==> src/rtl/mem_pkg.sv <==
// Shared encodings for the MEM-stage access unit: data sizes, FSM states,
// byte-enable patterns and the store-side lane helpers.
package mem_pkg;

    localparam logic [1:0] DS_BYTE = 2'b00;
    localparam logic [1:0] DS_HALF = 2'b01;
    localparam logic [1:0] DS_WORD = 2'b11;

    typedef enum logic [1:0] {
        ST_IDLE   = 2'b00,
        ST_ACCESS = 2'b01,
        ST_DONE   = 2'b10
    } state_t;

    // Big-endian lanes: bit 3 covers bits 31:24, the byte at addr[1:0] == 0.
    localparam logic [3:0] BE_NONE    = 4'b0000;
    localparam logic [3:0] BE_BYTE0   = 4'b1000;
    localparam logic [3:0] BE_HI_HALF = 4'b1100;
    localparam logic [3:0] BE_LO_HALF = 4'b0011;
    localparam logic [3:0] BE_WORD    = 4'b1111;

    function automatic logic is_misaligned(input logic [1:0] ds, input logic [1:0] a);
        logic bad;
        case (ds)
            DS_BYTE: bad = 1'b0;
            DS_HALF: bad = a[0];
            DS_WORD: bad = (a != 2'b00);
            default: bad = 1'b1;
        endcase
        return bad;
    endfunction

    function automatic logic [3:0] store_be(input logic [1:0] ds, input logic [1:0] a);
        logic [3:0] be;
        case (ds)
            DS_BYTE: be = BE_BYTE0 >> a;
            DS_HALF: be = a[1] ? BE_LO_HALF : BE_HI_HALF;
            DS_WORD: be = BE_WORD;
            default: be = BE_NONE;
        endcase
        return be;
    endfunction

    // Replicate the narrow store value across all lanes; memBe picks the live one.
    function automatic logic [31:0] store_data(input logic [1:0] ds, input logic [31:0] sd);
        logic [31:0] wd;
        case (ds)
            DS_BYTE: wd = {4{sd[7:0]}};
            DS_HALF: wd = {2{sd[15:0]}};
            default: wd = sd;
        endcase
        return wd;
    endfunction

endpackage

==> src/rtl/mem_load_align.sv <==
// Load-side lane select and extension: picks the big-endian byte/half addressed
// within the returned word and sign- or zero-extends it.
module mem_load_align
    import mem_pkg::*;
(
    input  logic [31:0] rdata,
    input  logic [1:0]  addr_lo,
    input  logic [1:0]  datasize,
    input  logic        is_unsigned,
    output logic [31:0] result
);

    logic [7:0]  byte_sel;
    logic [15:0] half_sel;

    always_comb begin
        case (addr_lo)
            2'd0:    byte_sel = rdata[31:24];
            2'd1:    byte_sel = rdata[23:16];
            2'd2:    byte_sel = rdata[15:8];
            default: byte_sel = rdata[7:0];
        endcase
        half_sel = addr_lo[1] ? rdata[15:0] : rdata[31:16];
    end

    always_comb begin
        case (datasize)
            DS_BYTE: result = {{24{~is_unsigned & byte_sel[7]}}, byte_sel};
            DS_HALF: result = {{16{~is_unsigned & half_sel[15]}}, half_sel};
            DS_WORD: result = rdata;
            default: result = 32'h0;
        endcase
    end

endmodule

==> src/rtl/mem_access_unit.sv <==
// MEM-stage load/store responder: one req/ack transaction per accepted access,
// stalling the pipeline until DONE, with alignment and timeout reporting.
module mem_access_unit
    import mem_pkg::*;
#(
    parameter int ADDR_W  = 30,
    parameter int TIMEOUT = 255
) (
    input  logic              clk,
    input  logic              rst_n,
    input  logic              memRead,
    input  logic              memWrite,
    input  logic [1:0]        datasize,
    input  logic              isUnsigned,
    input  logic [31:0]       addr,
    input  logic [31:0]       storeData,
    output logic [31:0]       loadData,
    output logic              stall,
    output logic              misaligned,
    output logic              timeout,
    output logic              memReq,
    output logic              memWe,
    output logic [3:0]        memBe,
    output logic [ADDR_W-1:0] memAddr,
    output logic [31:0]       memWData,
    input  logic [31:0]       memRData,
    input  logic              memAck
);

    localparam logic [7:0] TIMEOUT_CNT = 8'(TIMEOUT);

    state_t            state_q, state_d;
    logic              req_q, req_d;
    logic              we_q, we_d;
    logic [3:0]        be_q, be_d;
    logic [ADDR_W-1:0] addr_q, addr_d;
    logic [31:0]       wdata_q, wdata_d;
    logic [31:0]       load_q, load_d;
    logic              timeout_q, timeout_d;
    logic [7:0]        cnt_q, cnt_d;
    logic [1:0]        addr_lo_q, addr_lo_d;
    logic [1:0]        ds_q, ds_d;
    logic              uns_q, uns_d;

    logic              op;
    logic              bad_align;
    logic              accept;
    logic [31:0]       ext_data;
    logic [7:0]        cnt_inc;

    assign op         = memRead | memWrite;
    assign bad_align  = is_misaligned(datasize, addr[1:0]);
    assign misaligned = op & bad_align;
    assign accept     = (state_q == ST_IDLE) & op & ~bad_align;
    assign stall      = accept | (state_q == ST_ACCESS);
    assign cnt_inc    = cnt_q + 8'd1;

    // Extension uses the size/offset captured at accept, not the live inputs.
    mem_load_align u_align (
        .rdata       (memRData),
        .addr_lo     (addr_lo_q),
        .datasize    (ds_q),
        .is_unsigned (uns_q),
        .result      (ext_data)
    );

    always_comb begin
        state_d   = state_q;
        req_d     = req_q;
        we_d      = we_q;
        be_d      = be_q;
        addr_d    = addr_q;
        wdata_d   = wdata_q;
        load_d    = load_q;
        timeout_d = 1'b0;
        cnt_d     = cnt_q;
        addr_lo_d = addr_lo_q;
        ds_d      = ds_q;
        uns_d     = uns_q;
        case (state_q)
            ST_IDLE: begin
                cnt_d = 8'd0;
                if (accept) begin
                    state_d   = ST_ACCESS;
                    req_d     = 1'b1;
                    we_d      = memWrite;
                    be_d      = store_be(datasize, addr[1:0]);
                    addr_d    = addr[ADDR_W+1:2];
                    wdata_d   = store_data(datasize, storeData);
                    addr_lo_d = addr[1:0];
                    ds_d      = datasize;
                    uns_d     = isUnsigned;
                end
            end
            ST_ACCESS: begin
                if (memAck) begin
                    state_d = ST_DONE;
                    req_d   = 1'b0;
                    load_d  = we_q ? 32'h0 : ext_data;
                end else if (cnt_inc == TIMEOUT_CNT) begin
                    state_d   = ST_DONE;
                    req_d     = 1'b0;
                    load_d    = 32'h0;
                    timeout_d = 1'b1;
                    cnt_d     = cnt_inc;
                end else begin
                    cnt_d = cnt_inc;
                end
            end
            ST_DONE: begin
                // Inputs still show the finished op; it must not be taken again.
                state_d = ST_IDLE;
            end
            default: begin
                state_d = ST_IDLE;
                req_d   = 1'b0;
            end
        endcase
    end

    always_ff @(posedge clk or negedge rst_n) begin
        if (!rst_n) begin
            state_q   <= ST_IDLE;
            req_q     <= 1'b0;
            we_q      <= 1'b0;
            be_q      <= BE_NONE;
            addr_q    <= '0;
            wdata_q   <= 32'h0;
            load_q    <= 32'h0;
            timeout_q <= 1'b0;
            cnt_q     <= 8'd0;
            addr_lo_q <= 2'b00;
            ds_q      <= DS_BYTE;
            uns_q     <= 1'b0;
        end else begin
            state_q   <= state_d;
            req_q     <= req_d;
            we_q      <= we_d;
            be_q      <= be_d;
            addr_q    <= addr_d;
            wdata_q   <= wdata_d;
            load_q    <= load_d;
            timeout_q <= timeout_d;
            cnt_q     <= cnt_d;
            addr_lo_q <= addr_lo_d;
            ds_q      <= ds_d;
            uns_q     <= uns_d;
        end
    end

    assign memReq   = req_q;
    assign memWe    = we_q;
    assign memBe    = be_q;
    assign memAddr  = addr_q;
    assign memWData = wdata_q;
    assign loadData = load_q;
    assign timeout  = timeout_q;

endmodule

==> config.mk <==
export PLATFORM = sky130hd
export DESIGN_NAME = mem_access_unit
export DESIGN_NICKNAME = d
export VERILOG_FILES = /design/src/rtl/mem_pkg.sv /design/src/rtl/mem_load_align.sv /design/src/rtl/mem_access_unit.sv
export SDC_FILE = /design/constraint.sdc
export NUM_CORES = 1
export LEC_CHECK = 0
export BUFFER_PORTS_ARGS = -buffer_cell sky130_fd_sc_hd__buf_4
export CAP_MARGIN = 20
export CORE_MARGIN = 8
export CORE_UTILIZATION = 48
export CTS_CLUSTER_SIZE = 24
export DETAILED_ROUTE_END_ITERATION = 8
export GPL_TIMING_DRIVEN = 1
export HOLD_SLACK_MARGIN = 0.1
export PLACE_DENSITY = 0.77
export SYNTH_ARGS = -nofsm -noshare
export SYNTH_HDL_FRONTEND = slang
export SYNTH_HIERARCHICAL = 1
export SYNTH_SLANG_ARGS = --single-unit
==> constraint.sdc <==
create_clock -name clk -period 2.2 [get_ports clk]
set_input_delay 0.33 -clock clk [delete_from_list [all_inputs] [get_ports clk]]
set_output_delay 0.33 -clock clk [all_outputs]
set_load 0.01 [all_outputs]
* Word level (Yosys, flattened, before mapping)
Index checks and enable logic that the tools add are counted.
** Storage, ports and cells
- Register bits :: 116
- Bits of input ports :: 104
** Cells by class
- Add/subtract/negate cells :: 1
- Eq/ne operators :: 12
- Shift operators :: 1
- Multiplexer cells :: 23
- Bitwise operators :: 10
- Reduce and logical (&&, ||, !) cells :: 12
** Operators with widths (number)
- $mux W32 :: 3
- $pmux W32 S3 :: 1
- $pmux W32 S2 :: 1
- $pmux W8 S3 :: 1
- $mux W16 :: 1
- $pmux W8 S2 :: 1
- $pmux W4 S3 :: 1
- $add A8 B1 Y8 const B :: 1
- $eq A2 B1 Y1 const B :: 4
- $eq A2 B2 Y1 const B :: 4
- $eq A8 B8 Y1 const B :: 1
- $logic_not A2 Y1 :: 4
- $mux W8 :: 1
- $reduce_and A2 Y1 :: 4
- $mux W1 :: 6
- $mux W2 :: 3
- $pmux W1 S3 :: 2
- $reduce_bool A2 Y1 :: 3
- $and A1 B1 Y1 :: 5
- $mux W4 :: 1
- $ne A2 B2 Y1 const B :: 2
- $pmux W2 S2 :: 1
- $shr A4 B2 Y4 const A :: 1
- $ne A3 B2 Y1 const B :: 1
- 3 further kinds :: 6

* Logic depth before layout (Yosys ltp)
- Depth after elaboration :: 6
- Gate-level depth with buffers :: 7
- Depth with buffers taken out :: 5

* By module
The synthesis kept the hierarchy.
** By module, submodules not included
- mem_access_unit :: times used 1, cells each 437, area each 5161.2 um^2, sequential area each 2902.8 um^2
- mem_load_align :: times used 1, cells each 113, area each 650.6 um^2, sequential area each 0.0 um^2

* Worst setup path before layout
OpenSTA, ideal clock, no wires.
- Path kind :: flip-flop to flip-flop
- Start :: register cnt_q[1]
- End :: register load_q[22] (netlist: loadData[22])
- Library setup time :: 130 ps
- Data arrival time :: 1888 ps
- Data required time :: 2070 ps
- Slack :: 182 ps
- Cell stages (with the launch flop) :: 7
- Buffers on the path :: 1
- Cell sequence :: dfrtp_1 > ha_1 > nand3_2 > or3_4 > a2111oi_4 > buf_6 > o21ai_0
** On the way
- Longest elaborated chain between the ends :: 4
** Ends and longest elaborated chain
- from (decl) :: line mem_access_unit.sv:40 : logic [7:0] cnt_q, cnt_d;
- from (signal assigned) :: line mem_access_unit.sv:144 : cnt_q <= cnt_d;
- $add A8 B1 Y8 :: line mem_access_unit.sv:56 : assign cnt_inc = cnt_q + 8'd1;
- $eq A8 B8 Y1 :: line mem_access_unit.sv:100 : end else if (cnt_inc == TIMEOUT_CNT) begin
- $reduce_bool A2 Y1 (no source line)
- $reduce_and A2 Y1 (no source line)
- to (signal assigned) :: line mem_access_unit.sv:142 : load_q <= load_d;
- to (decl) :: line mem_access_unit.sv:38 : logic [31:0] load_q, load_d;
Every way passes these cells.
A chain may end at the register's enable or synchronous reset.

* Worst setup path after layout
- Start :: register cnt_q[1]
- End :: register load_q[4] (netlist: loadData[4])
The elaborated chain is that of the path after synthesis.

==> impl_metrics.env <==
export IMPL_status="complete, no violations"
export IMPL_clockRootBuffer="clkbuf_16"
export IMPL_ys_ff_latch=116
export IMPL_hpwl_um=13600
export IMPL_power_switching_share=0.346
export IMPL_worstSetupPathDepth=6
export IMPL_finalSetupTns_ps=0
export IMPL_antenna_cells=0
export IMPL_synth_avg_cell_area_sq_um=10.6
export IMPL_synth_cells=550
export IMPL_ioPinCount=207
export IMPL_drt_iter0_drc=558
export IMPL_power_frac_seq=0.342
export IMPL_first_pass_iters=5
export IMPL_grt_pass1_vias=5623
export IMPL_io_buffers=206
export IMPL_seq_area_frac_synth=0.499
export IMPL_row_count=40
export IMPL_max_freq_mhz=476
export IMPL_end_kind="flip-flop"
export IMPL_hold_slack_ps=146
export IMPL_synthFlopType="dfrtp_1"
export IMPL_ff2ff_path_depth=6
export IMPL_routed_wl_um=18400
export IMPL_skew_ps=6.63
export IMPL_setup_violations=0
export IMPL_yosys_top_cells_area="dfrtp_1 (50%), mux2_2 (13%), nand2_1 (5.5%), a22oi_1 (4.4%), mux2i_1 (4.1%)"
export IMPL_worstSetupStartpointType="flip-flop"
export IMPL_post_cts_buffers=0
export IMPL_layout_drive_gt1_share=0.438
export IMPL_drtAntennaViolNets=0
export IMPL_slew_violations=0
export IMPL_insertion_delay_ps=410
export IMPL_synth_area_leader_cell="dfrtp_1"
export IMPL_drv_cap=0
export IMPL_cts_tree="built"
export IMPL_globalplace_congestion=0.911
export IMPL_crit_path_top_delay_cell="a2111oi_4"
export IMPL_rsz0062_at_grt="false"
export IMPL_finalHoldViolations=0
export IMPL_die_area_sq_mm=0.0159
export IMPL_cts_htree_levels=4
export IMPL_period_needed_ps=2100
export IMPL_grt_usage=0.232
export IMPL_coreArea_sq_mm=0.0119
export IMPL_layout_nets=862
export IMPL_grt_max_degree=42
export IMPL_antenna_found_initial=0
export IMPL_critPathBufInv=1
export IMPL_hold_path_class="input pin to flip-flop"
export IMPL_max_stage_delay_ps=460
export IMPL_synth_nets=656
export IMPL_cp_max_fo=32
export IMPL_cts_buffers=17
export IMPL_ir_drop_v=0.000811
export IMPL_cp_cell_sequence="ha_2 -> nand3_2 -> or3_4 -> a2111oi_4 -> buf_12 -> o21ai_0"
export IMPL_area_growth_pct=40.5
export IMPL_netlist_area_leader_share=0.499
export IMPL_finalCritPeriodShare=0.954
export IMPL_clock_power_share=0.260
export IMPL_synth_edf_count=0
export IMPL_grt_pass1_wl_um=29400
export IMPL_synthArstFlopShare=1.00
export IMPL_syn_area_sq_mm=0.00581
export IMPL_placed_area_sq_mm=0.00755
export IMPL_crit_required_ps=2480
export IMPL_synth_top_cells_by_count="dfrtp_1 (116), nand2_1 (85), mux2_2 (66)"
export IMPL_stdcell_area_sq_mm=0.00817
export IMPL_cp_arrival_ps=2380
export IMPL_hold_depth=2
export IMPL_placedCellCount=883
export IMPL_fin_cells=915
export IMPL_path_delay_family="compound AO/OA/AOI/OAI gates"
export IMPL_synth_cell_types=48
export IMPL_switchingPower_w=0.00373
export IMPL_worst_pin_slew_ps=789
export IMPL_path_clk_slew_ps=50
export IMPL_die_h_um=126
export IMPL_power_leakage_nw=3.77
export IMPL_power_density_mw_per_mm2=1320
export IMPL_synth_most_common_cell="dfrtp_1"
export IMPL_maxSlewHeadroom=0.472
export IMPL_initial_core_util=0.488
export IMPL_clockBufferDepth=2
export IMPL_drc=0
export IMPL_ys_warn_count=6
export IMPL_routedWlPerCell_um=20.1
export IMPL_fillers=915
export IMPL_worst_setup_path_type="flip-flop to flip-flop"
export IMPL_clock_sinks=116
export IMPL_vias=5284
export IMPL_overflow=0
export IMPL_die_w_um=126
export IMPL_power_internal_w=0.00706
export IMPL_combinationalPowerShare=0.398
export IMPL_detail_route_vias_per_cell=5.77
power groups by stage:
stage / Combinational, W / Sequential [W] / Clock (W)
final: 0.00429 / 0.00369 / 0.00281
after global routing: 0.00466 / 0.00379 / 0.00294
after CTS: 0.00432 / 0.00369 / 0.00285
after detailed placement: 0.00430 / 0.00370 / 0
after global placement: 0.00420 / 0.00364 / 0
after floorplan: 0.00191 / 0.00391 / 0
sequential cells by signal (all words and copies together), names as in the netlist:
signal / count
memBe: 4
ds_q: 2
memWData: 32
loadData: 32
uns_q: 1
memAddr: 30
memWe: 1
memReq: 1
cnt_q: 8
addr_lo_q: 2
state_q: 2
timeout: 1
layer usage:
layer	vias to the layer above	global-route usage	routed length [um]
met4	0	0.0757	359
met1	2555	0.252	6950
met3	33	0.132	2280
li1	2417	-	-
met2	279	0.377	8780
met5	-	0	0
cells by family after synthesis:
group	Yosys count	share of synthesized area
adder cells (fa/ha/maj)	2	0.00431
flip-flops	116	0.499
XOR/XNOR	2	0.00301
buffers and inverters	47	0.0381
AND/OR/NAND/NOR	131	0.0990
AO/OA/AOI/OAI	157	0.175
multiplexers	95	0.181
area by class of cell:
cell class | count | area, sq um | share of cell area
Sequential cell | 116 | 2900 | 0.355
Multi-Input combinational cell | 387 | 2700 | 0.330
Timing Repair Buffer | 227 | 1760 | 0.215
Clock buffer | 22 | 474 | 0.0581
Tap cell | 147 | 184 | 0.0225
Clock inverter | 9 | 128 | 0.0156
Inverter | 7 | 26.3 | 0.00322
stage by stage:
| step | total power (W) | worst slack (ps) | util |
|---|---|---|---|
| 2_1_floorplan | 0.00582 | 182 | - |
| 3_3_place_gp | 0.00784 | 205 | 0.634 |
| 3_5_place_dp | 0.00800 | 80.7 | 0.634 |
| 4_1_cts | 0.0109 | 83.5 | 0.685 |
| 5_1_grt | 0.0114 | 14.0 | 0.686 |
| 6_report | 0.0108 | 101 | 0.686 |
path summary, 6_finish.rpt:
check | start | to | slack (ps)
worst max-delay path | cnt_q[1] | loadData[4] | 100
max in group asynchronous | rst_n | memWData[31] | 1120
worst min-delay path | addr[19] | memAddr[17] | 150
worst max register to register | cnt_q[1] | loadData[4] | 100
min in group asynchronous | rst_n | loadData[4] | 460
worst min register to register | memWData[14] | memWData[14] | 500
layout by cell type, fill, tap and decap left out, types with 2 or more instances in the layout:
master      synthesis  routed
nor2_1             13      13
mux2_1              4       4
clkinv_2            0       3
bufinv_16           0       3
nor2b_1             2       2
or2_2               3       3
clkbuf_8            0       3
buf_12              0       4
a21oi_1            30      30
dfrtp_1           116     116
a221oi_1            6       6
a22oi_1            34      34
clkbuf_16           0      17
nand3_1             6       6
o21ai_1             4       4
nand2_1            85      85
o22ai_1             2       2
mux2i_1            24      24
o21ai_0            47      47
inv_1               6       6
nor3_1              9       8
a21o_1              2       2
a2111oi_4           2       2
clkbuf_1           21       2
a31oi_1            18      18
o21a_1              2       2
nand2b_1            4       4
clkinvlp_4          0       3
o31ai_1             2       2
buf_4               0     222
mux2_2             66      66
o311ai_0            2       2
what timing repair did:
action | 4_1_cts | 5_1_grt
hold buffers | 1 | 0
endpoints found under the setup margin | 0 | 12
resized for setup | 0 | 1
hold endpoints to repair | 37 | 0
(Power assumes the default switching activity.)
